## src/rtl/usb_pkg.sv

```systemverilog
// ---------------------------------------------------------------------------
// usb_pkg
// Shared definitions for the USB full-speed transmit path:
//   - tx_packet request encoding (tx_packet_t)
//   - transmit FSM state encoding (tx_state_t)
//   - SYNC byte, PID bytes, CRC16 polynomial/init, maximum data payload
//   - CRC16 serial update helper (bits arrive LSB-first)
// ---------------------------------------------------------------------------
package usb_pkg;

  typedef enum logic [1:0] {
    PKT_NONE  = 2'b00,
    PKT_DATA0 = 2'b01,
    PKT_ACK   = 2'b10,
    PKT_NAK   = 2'b11
  } tx_packet_t;

  typedef enum logic [2:0] {
    ST_IDLE,
    ST_SYNC,
    ST_PID,
    ST_DATA,
    ST_CRC_LO,
    ST_CRC_HI,
    ST_EOP_SE0,
    ST_EOP_J
  } tx_state_t;

  localparam logic [7:0]  SYNC_BYTE  = 8'h80;
  localparam logic [7:0]  PID_DATA0  = 8'hC3;
  localparam logic [7:0]  PID_ACK    = 8'hD2;
  localparam logic [7:0]  PID_NAK    = 8'h5A;
  localparam logic [15:0] CRC16_POLY = 16'h8005;
  localparam logic [15:0] CRC16_INIT = 16'hFFFF;
  localparam logic [6:0]  MAX_PACKET = 7'd64;
  localparam logic [2:0]  STUFF_RUN  = 3'd6;

  function automatic logic [15:0] reflect16(input logic [15:0] v);
    logic [15:0] r;
    for (int i = 0; i < 16; i++) begin
      r[i] = v[15-i];
    end
    return r;
  endfunction

  // Data goes out LSB-first, so the register is kept bit-reversed: it shifts
  // right and folds in the reflected polynomial. The complemented register
  // then leaves the wire low byte first, LSB-first, with no further reordering.
  function automatic logic [15:0] crc16_step(input logic [15:0] crc, input logic din);
    logic [15:0] nxt;
    nxt = {1'b0, crc[15:1]};
    if (crc[0] ^ din) begin
      nxt = nxt ^ reflect16(CRC16_POLY);
    end
    return nxt;
  endfunction

endpackage

```

## src/rtl/usb_tx_timer.sv

```systemverilog
// ---------------------------------------------------------------------------
// usb_tx_timer
// Bit-time strobe generator: 12 Mb/s from a 100 MHz clock, bit periods of
// 8, 8, 9 clocks repeating (25 clocks per 3 bits). Disabling clears the
// count and phase so that the pattern restarts at the next enable.
// Ports:
//   clk        system clock
//   n_rst      asynchronous active-low reset
//   enable     run the timer (held high for the whole packet)
//   bit_strobe high for one clock in the last cycle of each bit time
// ---------------------------------------------------------------------------
module usb_tx_timer (
  input  logic clk,
  input  logic n_rst,
  input  logic enable,
  output logic bit_strobe
);

  logic [3:0] count;
  logic [1:0] phase;
  logic [3:0] last;

  always_comb begin
    last       = (phase == 2'd2) ? 4'd8 : 4'd7;
    bit_strobe = enable && (count == last);
  end

  always_ff @(posedge clk or negedge n_rst) begin
    if (!n_rst) begin
      count <= '0;
      phase <= '0;
    end else if (!enable) begin
      count <= '0;
      phase <= '0;
    end else if (bit_strobe) begin
      count <= '0;
      phase <= (phase == 2'd2) ? 2'd0 : phase + 2'd1;
    end else begin
      count <= count + 4'd1;
    end
  end

endmodule

```

## src/rtl/usb_tx_encoder.sv

```systemverilog
// ---------------------------------------------------------------------------
// usb_tx_encoder
// USB full-speed packet transmitter: SYNC, PID, optional DATA0 payload with
// CRC16, bit stuffing, NRZI line coding and EOP.
// Ports:
//   clk                 system clock (100 MHz)
//   n_rst               asynchronous active-low reset
//   tx_packet           request: 00 none, 01 DATA0, 10 ACK, 11 NAK (IDLE only)
//   buffer_occupancy    bytes waiting in the TX buffer (latched at accept)
//   tx_packet_data      show-ahead head byte of the TX buffer
//   get_tx_packet_data  one-cycle pop strobe, in the cycle a byte is loaded
//   dplus_out           registered D+ drive
//   dminus_out          registered D- drive
//   tx_transfer_active  high from accept through the end of EOP
//   tx_error            one-cycle pulse when a DATA0 request is too long
// ---------------------------------------------------------------------------
module usb_tx_encoder
  import usb_pkg::*;
(
  input  logic       clk,
  input  logic       n_rst,
  input  logic [1:0] tx_packet,
  input  logic [6:0] buffer_occupancy,
  input  logic [7:0] tx_packet_data,
  output logic       get_tx_packet_data,
  output logic       dplus_out,
  output logic       dminus_out,
  output logic       tx_transfer_active,
  output logic       tx_error
);

  tx_state_t   state, state_nxt;
  tx_packet_t  kind, kind_nxt;
  logic [6:0]  byte_cnt, byte_cnt_nxt;
  logic [7:0]  shifter, shifter_nxt;
  logic [2:0]  bit_cnt, bit_cnt_nxt;
  logic [2:0]  ones_cnt, ones_cnt_nxt;
  logic [15:0] crc, crc_nxt;
  logic        lvl, lvl_nxt;
  logic        dplus_nxt, dminus_nxt, active_nxt, error_nxt;
  logic        bit_strobe, serial_state, timer_en;
  logic        send_en, send_bit, crc_en, load_en;
  logic [7:0]  load_byte;

  function automatic logic [7:0] pid_of(input tx_packet_t k);
    case (k)
      PKT_DATA0: return PID_DATA0;
      PKT_ACK:   return PID_ACK;
      default:   return PID_NAK;
    endcase
  endfunction

  assign timer_en = (state != ST_IDLE);

  usb_tx_timer u_timer (
    .clk        (clk),
    .n_rst      (n_rst),
    .enable     (timer_en),
    .bit_strobe (bit_strobe)
  );

  always_comb begin
    state_nxt          = state;
    kind_nxt           = kind;
    byte_cnt_nxt       = byte_cnt;
    shifter_nxt        = shifter;
    bit_cnt_nxt        = bit_cnt;
    ones_cnt_nxt       = ones_cnt;
    crc_nxt            = crc;
    lvl_nxt            = lvl;
    dplus_nxt          = dplus_out;
    dminus_nxt         = dminus_out;
    active_nxt         = tx_transfer_active;
    error_nxt          = 1'b0;
    get_tx_packet_data = 1'b0;
    send_en            = 1'b0;
    send_bit           = 1'b0;
    crc_en             = 1'b0;
    load_en            = 1'b0;
    load_byte          = '0;
    serial_state       = (state == ST_SYNC) || (state == ST_PID) || (state == ST_DATA) ||
                         (state == ST_CRC_LO) || (state == ST_CRC_HI);

    if (state == ST_IDLE) begin
      if (tx_packet != PKT_NONE) begin
        if ((tx_packet == PKT_DATA0) && (buffer_occupancy > MAX_PACKET)) begin
          error_nxt = 1'b1;
        end else begin
          // The first SYNC bit is driven on the accept edge itself.
          state_nxt    = ST_SYNC;
          kind_nxt     = tx_packet_t'(tx_packet);
          byte_cnt_nxt = buffer_occupancy;
          crc_nxt      = CRC16_INIT;
          active_nxt   = 1'b1;
          load_en      = 1'b1;
          load_byte    = SYNC_BYTE;
        end
      end
    end else if (bit_strobe) begin
      if (serial_state && (ones_cnt == STUFF_RUN)) begin
        // Stuffed zero: shifter, bit counter and CRC hold for this bit time.
        send_en  = 1'b1;
        send_bit = 1'b0;
      end else if (serial_state && (bit_cnt != 3'd7)) begin
        shifter_nxt = {1'b0, shifter[7:1]};
        bit_cnt_nxt = bit_cnt + 3'd1;
        send_en     = 1'b1;
        send_bit    = shifter[1];
        crc_en      = (state == ST_DATA);
      end else begin
        case (state)
          ST_SYNC: begin
            state_nxt = ST_PID;
            load_en   = 1'b1;
            load_byte = pid_of(kind);
          end
          ST_PID, ST_DATA: begin
            if ((state == ST_PID) && (kind != PKT_DATA0)) begin
              state_nxt = ST_EOP_SE0;
            end else if (byte_cnt != '0) begin
              state_nxt          = ST_DATA;
              load_en            = 1'b1;
              load_byte          = tx_packet_data;
              crc_en             = 1'b1;
              get_tx_packet_data = 1'b1;
              byte_cnt_nxt       = byte_cnt - 7'd1;
            end else begin
              state_nxt = ST_CRC_LO;
              load_en   = 1'b1;
              load_byte = ~crc[7:0];
            end
          end
          ST_CRC_LO: begin
            state_nxt = ST_CRC_HI;
            load_en   = 1'b1;
            load_byte = ~crc[15:8];
          end
          ST_CRC_HI: begin
            state_nxt = ST_EOP_SE0;
          end
          ST_EOP_SE0: begin
            if (bit_cnt == 3'd0) begin
              bit_cnt_nxt = 3'd1;
            end else begin
              state_nxt  = ST_EOP_J;
              lvl_nxt    = 1'b1;
              dplus_nxt  = 1'b1;
              dminus_nxt = 1'b0;
            end
          end
          ST_EOP_J: begin
            state_nxt  = ST_IDLE;
            active_nxt = 1'b0;
          end
          default: begin
            state_nxt = ST_IDLE;
          end
        endcase

        if ((state_nxt == ST_EOP_SE0) && (state != ST_EOP_SE0)) begin
          dplus_nxt    = 1'b0;
          dminus_nxt   = 1'b0;
          bit_cnt_nxt  = 3'd0;
          ones_cnt_nxt = 3'd0;
        end
      end
    end

    if (load_en) begin
      shifter_nxt = load_byte;
      bit_cnt_nxt = 3'd0;
      send_en     = 1'b1;
      send_bit    = load_byte[0];
    end

    // NRZI: a zero toggles the line, a one holds it.
    if (send_en) begin
      ones_cnt_nxt = send_bit ? ones_cnt + 3'd1 : 3'd0;
      lvl_nxt      = send_bit ? lvl : ~lvl;
      dplus_nxt    = lvl_nxt;
      dminus_nxt   = ~lvl_nxt;
      if (crc_en) begin
        crc_nxt = crc16_step(crc, send_bit);
      end
    end
  end

  always_ff @(posedge clk or negedge n_rst) begin
    if (!n_rst) begin
      state              <= ST_IDLE;
      kind               <= PKT_NONE;
      byte_cnt           <= '0;
      shifter            <= '0;
      bit_cnt            <= '0;
      ones_cnt           <= '0;
      crc                <= CRC16_INIT;
      lvl                <= 1'b1;
      dplus_out          <= 1'b1;
      dminus_out         <= 1'b0;
      tx_transfer_active <= 1'b0;
      tx_error           <= 1'b0;
    end else begin
      state              <= state_nxt;
      kind               <= kind_nxt;
      byte_cnt           <= byte_cnt_nxt;
      shifter            <= shifter_nxt;
      bit_cnt            <= bit_cnt_nxt;
      ones_cnt           <= ones_cnt_nxt;
      crc                <= crc_nxt;
      lvl                <= lvl_nxt;
      dplus_out          <= dplus_nxt;
      dminus_out         <= dminus_nxt;
      tx_transfer_active <= active_nxt;
      tx_error           <= error_nxt;
    end
  end

endmodule

```

## config.mk

```make
export PLATFORM = sky130hd
export DESIGN_NAME = usb_tx_encoder
export DESIGN_NICKNAME = d
export VERILOG_FILES = /design/src/rtl/usb_pkg.sv /design/src/rtl/usb_tx_timer.sv /design/src/rtl/usb_tx_encoder.sv
export SDC_FILE = /design/constraint.sdc
export NUM_CORES = 1
export LEC_CHECK = 0
export ABC_AREA = 1
export ABC_CLOCK_PERIOD_IN_PS = 1900
export CAP_MARGIN = 10
export CORE_AREA = 5 5 122 124
export CTS_CLUSTER_SIZE = 30
export DETAILED_ROUTE_END_ITERATION = 8
export DIE_AREA = 0 0 127 129
export PLACE_DENSITY = 0.36
export SKIP_LAST_GASP = 1
export SYNTH_ARGS = -nofsm -noshare
export SYNTH_HDL_FRONTEND = slang
export SYNTH_SLANG_ARGS = --single-unit
```

## constraint.sdc

```tcl
create_clock -name clk -period 1.9 [get_ports clk]
set_input_delay 0.285 -clock clk [delete_from_list [all_inputs] [get_ports clk]]
set_output_delay 0.285 -clock clk [all_outputs]
set_load 0.005 [all_outputs]
```

== Word level (Yosys, flattened, before mapping) ==
Cells that the tools add are included.

* Register bits after elaboration: 53
* Input bits: 19
* Output and inout bits: 5

* Bitwise logic cells: 7
* Equal/unequal tests: 30
* Magnitude comparators: 1
* $add $sub $neg: 5
* Multiplexer cells: 126
* Reductions and logical operators: 38

{| class="wikitable"
|+ Operators with widths
! cell !! count
|-
| 8-bit two-way mux || 13
|-
| 16-bit two-way mux || 6
|-
| 3-bit two-way mux || 28
|-
| 7-bit two-way mux || 9
|-
| 1-bit two-way mux || 60
|-
| 8-bit one-hot mux with 3 select lines || 1
|-
| 2-bit != test, second input constant || 11
|-
| 2-bit nonzero test || 10
|-
| 3-bit equality test, second input constant || 6
|-
| 6-bit AND reduction || 3
|-
| 8-bit inverter || 2
|-
| 8-bit one-hot mux with 2 select lines || 1
|-
| 3-bit one-hot mux with 5 select lines || 1
|-
| 5-bit AND reduction || 3
|-
| 4-bit two-way mux || 3
|-
| 8-bit AND reduction || 1
|-
| 4-bit nonzero test || 2
|-
| 7-bit greater-than comparator, second input constant || 1
|-
| 7-bit nonzero test || 1
|-
| 7-bit by 1-bit subtractor with 7-bit output, second input constant || 1
|-
| 3-bit by 1-bit adder with 3-bit output, second input constant || 2
|-
| 3-bit by 2-bit equality test with 1-bit output, second input constant || 2
|-
| 1-bit logical AND || 6
|-
| 3-bit logical NOT || 2
|-
| 19 further kinds || 32
|}

== Depth between registers and ports, before layout ==
* Depth in word-level cells: 18
* Gate-level depth with buffers: 16
* Gate-level depth less buffers: 16

== Modules after synthesis ==
From an unflattened synthesis, not the netlist that was laid out.

* Cells, all modules: 428
* Area total of the unflattened synthesis: 3,279.4 um2

{| class="wikitable"
|+ By module, submodules not included
! module !! times used !! sequential area each (um2) !! area an instance (um2) !! cells each
|-
| usb_tx_encoder || 1 || 1,173.6 || 2,947.8 || 384
|-
| usb_tx_timer || 1 || 150.1 || 331.6 || 44
|}

== Worst setup path before layout ==
No wires, ideal clock.

* Kind: flip-flop to flip-flop
* From: register byte_cnt[1]
* To: register bit_cnt[1]
* Cell stages (with the launch flop): 17
* Required time: 1.835 ns
* Path slack: 0.111 ns
* Path buffers: 0
* Arrival: 1.723 ns
* Library setup time: 0.065 ns
* Period minus slack after synthesis: 1.789 ns
* Cells stage by stage: dfrtp_1 > inv_1 > ha_1 > inv_1 > nor2_1 > nand3_1 > nand2_1 > inv_1 > nand2_4 > nand3_1 > inv_2 > nand2_1 > nor2_1 > nand2_1 > nand2_1 > nand3_1 > nand2_1

* Longest elaborated chain between the ends: 16
* Elaborated cells on any way between the ends: 19
* Classes of those cells: eq/ne (1); mux (13); reduce/logical (5)

{| class="wikitable"
|+ Ends and longest elaborated chain
! item !! line !! source
|-
| from (decl) || usb_tx_encoder.sv:34 || <nowiki>logic [6:0] byte_cnt, byte_cnt_nxt;</nowiki>
|-
| from (signal assigned) || usb_tx_encoder.sv:205 || <nowiki>byte_cnt <= byte_cnt_nxt;</nowiki>
|-
| 7-bit nonzero test * || usb_tx_encoder.sv:120 || <nowiki>end else if (byte_cnt != '0) begin</nowiki>
|-
| 3-bit two-way mux * || usb_tx_encoder.sv:120 ||
|-
| 3-bit two-way mux * || usb_tx_encoder.sv:118 || <nowiki>if ((state == ST_PID) && (kind != PKT_DATA0)) begin</nowiki>
|-
| 3-bit one-hot mux with 5 select lines * || usb_tx_encoder.sv:111 || <nowiki>case (state)</nowiki>
|-
| 3-bit two-way mux * || usb_tx_encoder.sv:104 || <nowiki>end else if (serial_state && (bit_cnt != 3'd7)) begin</nowiki>
|-
| 3-bit two-way mux * || usb_tx_encoder.sv:100 || <nowiki>if (serial_state && (ones_cnt == STUFF_RUN)) begin</nowiki>
|-
| 3-bit two-way mux * || usb_tx_encoder.sv:99 || <nowiki>end else if (bit_strobe) begin</nowiki>
|-
| 3-bit two-way mux * || usb_tx_encoder.sv:84 || <nowiki>if (state == ST_IDLE) begin</nowiki>
|-
| 3-bit equality test * || usb_tx_encoder.sv:160 || <nowiki>if ((state_nxt == ST_EOP_SE0) && (state != ST_EOP_SE0)) begin</nowiki>
|-
| 1-bit logical AND * || usb_tx_encoder.sv:160 ||
|-
| 3-bit two-way mux || usb_tx_encoder.sv:160 ||
|-
| 3-bit two-way mux || usb_tx_encoder.sv:104 ||
|-
| 3-bit two-way mux || usb_tx_encoder.sv:100 ||
|-
| 3-bit two-way mux || usb_tx_encoder.sv:99 ||
|-
| 3-bit two-way mux || usb_tx_encoder.sv:84 ||
|-
| 3-bit two-way mux || usb_tx_encoder.sv:169 || <nowiki>if (load_en) begin</nowiki>
|-
| to (signal assigned) || usb_tx_encoder.sv:207 || <nowiki>bit_cnt <= bit_cnt_nxt;</nowiki>
|-
| to (decl) || usb_tx_encoder.sv:36 || <nowiki>logic [2:0] bit_cnt, bit_cnt_nxt;</nowiki>
|}

Every way passes the cells marked *; elsewhere a longest branch is shown, timed or not. The select of a mux whose other input is x is not followed.
A chain may end at the register's enable or synchronous reset.

== Worst setup path after layout ==
* From: register bit_cnt[1]
* To: register shifter[7]

* Longest elaborated chain between the ends: 8
* Elaborated cells on any way between the ends: 16
* Classes of those cells: eq/ne (3); mux (9); reduce/logical (4)

{| class="wikitable"
|+ Ends and longest elaborated chain
! item !! line !! source
|-
| 3-bit != test * || usb_tx_encoder.sv:104 ||
|-
| 1-bit logical AND * || usb_tx_encoder.sv:104 ||
|-
| 1-bit two-way mux || usb_tx_encoder.sv:104 ||
|-
| 1-bit two-way mux || usb_tx_encoder.sv:100 ||
|-
| 1-bit two-way mux || usb_tx_encoder.sv:99 ||
|-
| 1-bit two-way mux || usb_tx_encoder.sv:84 ||
|-
| 2-bit != test (no line) or 2-bit nonzero test (tied branches) || -- ||
|-
| 4-bit AND reduction (no line) || -- ||
|-
| to (signal assigned) || usb_tx_encoder.sv:206 || <nowiki>shifter <= shifter_nxt;</nowiki>
|-
| to (decl) || usb_tx_encoder.sv:35 || <nowiki>logic [7:0] shifter, shifter_nxt;</nowiki>
|}

Every way passes the cells marked *; elsewhere a longest branch is shown, timed or not.

==> results.txt <==
synthesized area - 3209 sq um
CTS tree - built
fin crit period - 1.912 ns
placed standard-cell area - 4120 sq um
Iteration-0 DRC Markers - 179
number of synthesized register bits - 52
DRC violation count after routing - 0
critical path required time - 2.10 ns
distinct cell type count of the synthesized netlist - 42
count of mapped cells out of synthesis - 431
number of non-filler instances in the completed layout - 713
Pre-Repair DR Iteration Count - 4
cell chain of the critical path - ha_2 > ha_4 > inv_4 > o21ai_4 > nand3_4 > buf_6 > nor2_8 > nor2_4 > nand2_2 > nand2_4 > buf_6 > nand2_2 > nand3_2
Post-Synthesis Mean Instance Area - 7.446 sq um
f_max - 0.5230 GHz
max-capacitance violation count - 0
clock buffer depth - 2
wire length of the first global-routing pass - 15.00 mm
Placer Congestion - 0.7986
Tot Pwr - 6.611 mW
element type at the critical path start - flop
class of the worst hold path - in2reg
clock buffer count from CTS - 5
element type at the critical path end - flop
Worst-Margin Slew - 0.3810 ns
worst hold margin - 0.4433 ns
Area Overhead vs Synth - 50.41%
number of endpoints failing setup at the final stage - 8
largest stage delay on the critical path - 0.37 ns
count of fill cells added during filler insertion - 1460
maximum resistive drop on vdd - 0.4632 mV
detailed placer's ending HPWL - 6.793 mm
layout cell share with drive strength beyond 1 - 0.4184
maximum level of the CTS H-tree - 2
wire length after detailed routing - 9.313 mm
vias post-DR - 3073
slack of the critical path - -0.01203 ns
Yosys Warn Count - 0
clock slew at the register clock pins of the worst setup and hold paths - 0.08 ns
count of inserted antenna diode cells - 0
worst clock skew - 0.01261 ns
Crit-path slowest cell - sky130_fd_sc_hd__dfrtp_1
net count of the mapped netlist - 459
area of the die - 16380 sq um
number of hold violations in the final report - 0
Via-to-Cell Ratio - 4.310
pin count of the biggest net entering global routing - 53
x dimension of the die - 127 um
Finished Cell Area - 4827 sq um
antenna violations before repair - 0
failing checks - setup timing
total count of max-transition violations in the final report - 0
clock sink count - 52
Std-Cell Rows - 43
Layout Nets - 560
total overflow reported by the global router - 0
clock insertion delay at the later pin of the skew report - 0.31 ns
total global routing track utilization - 0.1176
sequential fraction of the synthesis area - 0.4125
status - finished, violations left
Worst slew margin - 0.7450
IO Pins - 24
core box area - 13670 sq um
final core utilization - 0.3532
arrival time at the worst endpoint - 2.11 ns
effective utilization at floorplan - 0.2348
setup tns final - -0.06156 ns
leak pwr - 2.355 nW
number of global-route vias before repair - 3014
cell count after placement - 692
Worst Setup Slack post-DPL - -0.3741 ns
root buffer cell - sky130_fd_sc_hd__clkbuf_16
Power Density - 1370 nW/um^2
chip height - 129 um
class of the most critical setup path - reg2reg
Port Buf Inserts - 23
highest fanout seen on the critical path - 7
period utilisation layout - 1.006
WL/cell - 13.06 um
RSZ-0062 raised after global routing - yes
number of nets still failing antenna checks after routing - 0
==> final cells by class <==
cell class	count	area (sq um)	share of cell area
Inverter	57	222.7	0.04614
Sequential cell	52	1324	0.2742
Tap cell	180	225.2	0.04666
Clock inverter	2	11.26	0.002333
Timing Repair Buffer	103	908.4	0.1882
Multi-Input combinational cell	313	1986	0.4114
Clock buffer	6	150.1	0.03110
==> synthesized netlist by cell type (all sizes together) <==
| cell | n | area [sq um] |
|---|---|---|
| o211ai | 1 | 7.510 |
| xor2 | 2 | 17.52 |
| dfstp | 18 | 473.0 |
| nor2 | 35 | 162.7 |
| nor3 | 3 | 20.02 |
| a22oi | 1 | 7.510 |
| a31oi | 3 | 18.77 |
| o31ai | 1 | 7.510 |
| dfrtp | 34 | 850.8 |
| nand4 | 2 | 12.51 |
| a21oi | 9 | 60.06 |
| xnor2 | 2 | 17.52 |
| clkbuf | 3 | 11.26 |
| or2 | 3 | 18.77 |
| o22ai | 4 | 25.02 |
| o221ai | 2 | 17.52 |
| a211o | 1 | 8.760 |
| nand3 | 37 | 212.7 |
| inv | 57 | 214.0 |
| o2111ai | 2 | 17.52 |
| nand3b | 1 | 7.510 |
| o21ai | 36 | 214.0 |
| ha | 9 | 112.6 |
| buf | 6 | 56.30 |
| nand2 | 158 | 630.6 |
| a21o | 1 | 7.510 |
==> path summary, 6_finish.rpt <==
check	startpoint	end	slack, ns	cells after the start
max	bit_cnt[1]	shifter[7]	-0.01	13
min	buffer_occupancy[2]	byte_cnt[2]	0.44	6
max reg2reg	bit_cnt[1]	shifter[7]	-0.01	13
min reg2reg	shifter[5]	shifter[5]	0.47	2
max in group asynchronous	n_rst	dplus_out	1.09	3
min in group asynchronous	n_rst	kind[0]	0.51	3
==> cell usage in the layout (no fill, tap or decap), drive strengths merged, types with 3 or more instances in the layout <==
| master | Yosys | routed |
|---|---|---|
| a21oi | 9 | 9 |
| a31oi | 3 | 3 |
| buf | 6 | 81 |
| clkbuf | 3 | 6 |
| clkdlybuf4s50 | 0 | 18 |
| dfrtp | 34 | 34 |
| dfstp | 18 | 18 |
| dlymetal6s2s | 0 | 3 |
| ha | 9 | 9 |
| inv | 57 | 57 |
| nand2 | 158 | 158 |
| nand3 | 37 | 37 |
| nor2 | 35 | 35 |
| nor3 | 3 | 3 |
| o21ai | 36 | 36 |
| o22ai | 4 | 4 |
| or2 | 3 | 3 |
==> cells by family (layout without fill, tap and decap cells) <==
family	after synthesis	count (layout)	synth area share
buffers and inverters	66	168	0.08772
DFF	52	52	0.4125
AOI/OAI and AO/OA	61	61	0.1220
xor gates and xnor gates	4	4	0.01092
and+or+nand+nor	239	239	0.3318
adders and majority gates	9	9	0.03509
==> where the power goes <==
part | switching [mW] | leakage (nW) | internal [mW]
registers | 0.429 | 0.614 | 1.73
clock network | 0.451 | 0.0823 | 0.569
logic | 1.84 | 1.66 | 1.60
total | 2.72 | 2.35 | 3.89
==> timing repair <==
action	4_1_cts	5_1_grt
resized for setup	46	75
pin swaps	16	33
setup endpoints to repair	34	42
hold endpoints to repair	34	0
buffers inserted	5	7
hold buffers	1	0
==> routing by layer <==
metal	wire length [um]	vias to the layer above	global-route usage
li1	-	1581	-
met1	4304	1450	0.1504
met2	4568	32	0.1936
met3	282	10	0.02906
met4	157	0	0.04227
met5	0	-	0
==> flip-flops by register name, indices dropped and copies added, names as in the netlist <==
name,flops
tx_error,1
u_timer.phase,2
crc,16
tx_transfer_active,1
dminus_out,1
byte_cnt,7
u_timer.count,4
bit_cnt,3
kind,2
shifter,7
dplus_out,1
ones_cnt,3
lvl,1
state,3
==> critical path, delay by kind of cell, from the launching register on <==
kind	cells	cell delay (ns)
AO/OA/AOI/OAI	1	0.18
adder cells (fa/ha/maj)	2	0.34
buffers and inverters	3	0.33
flip-flops	1	0.37
AND/OR/NAND/NOR	7	0.58
No activity file was read; power rests on OpenSTA's default activity.
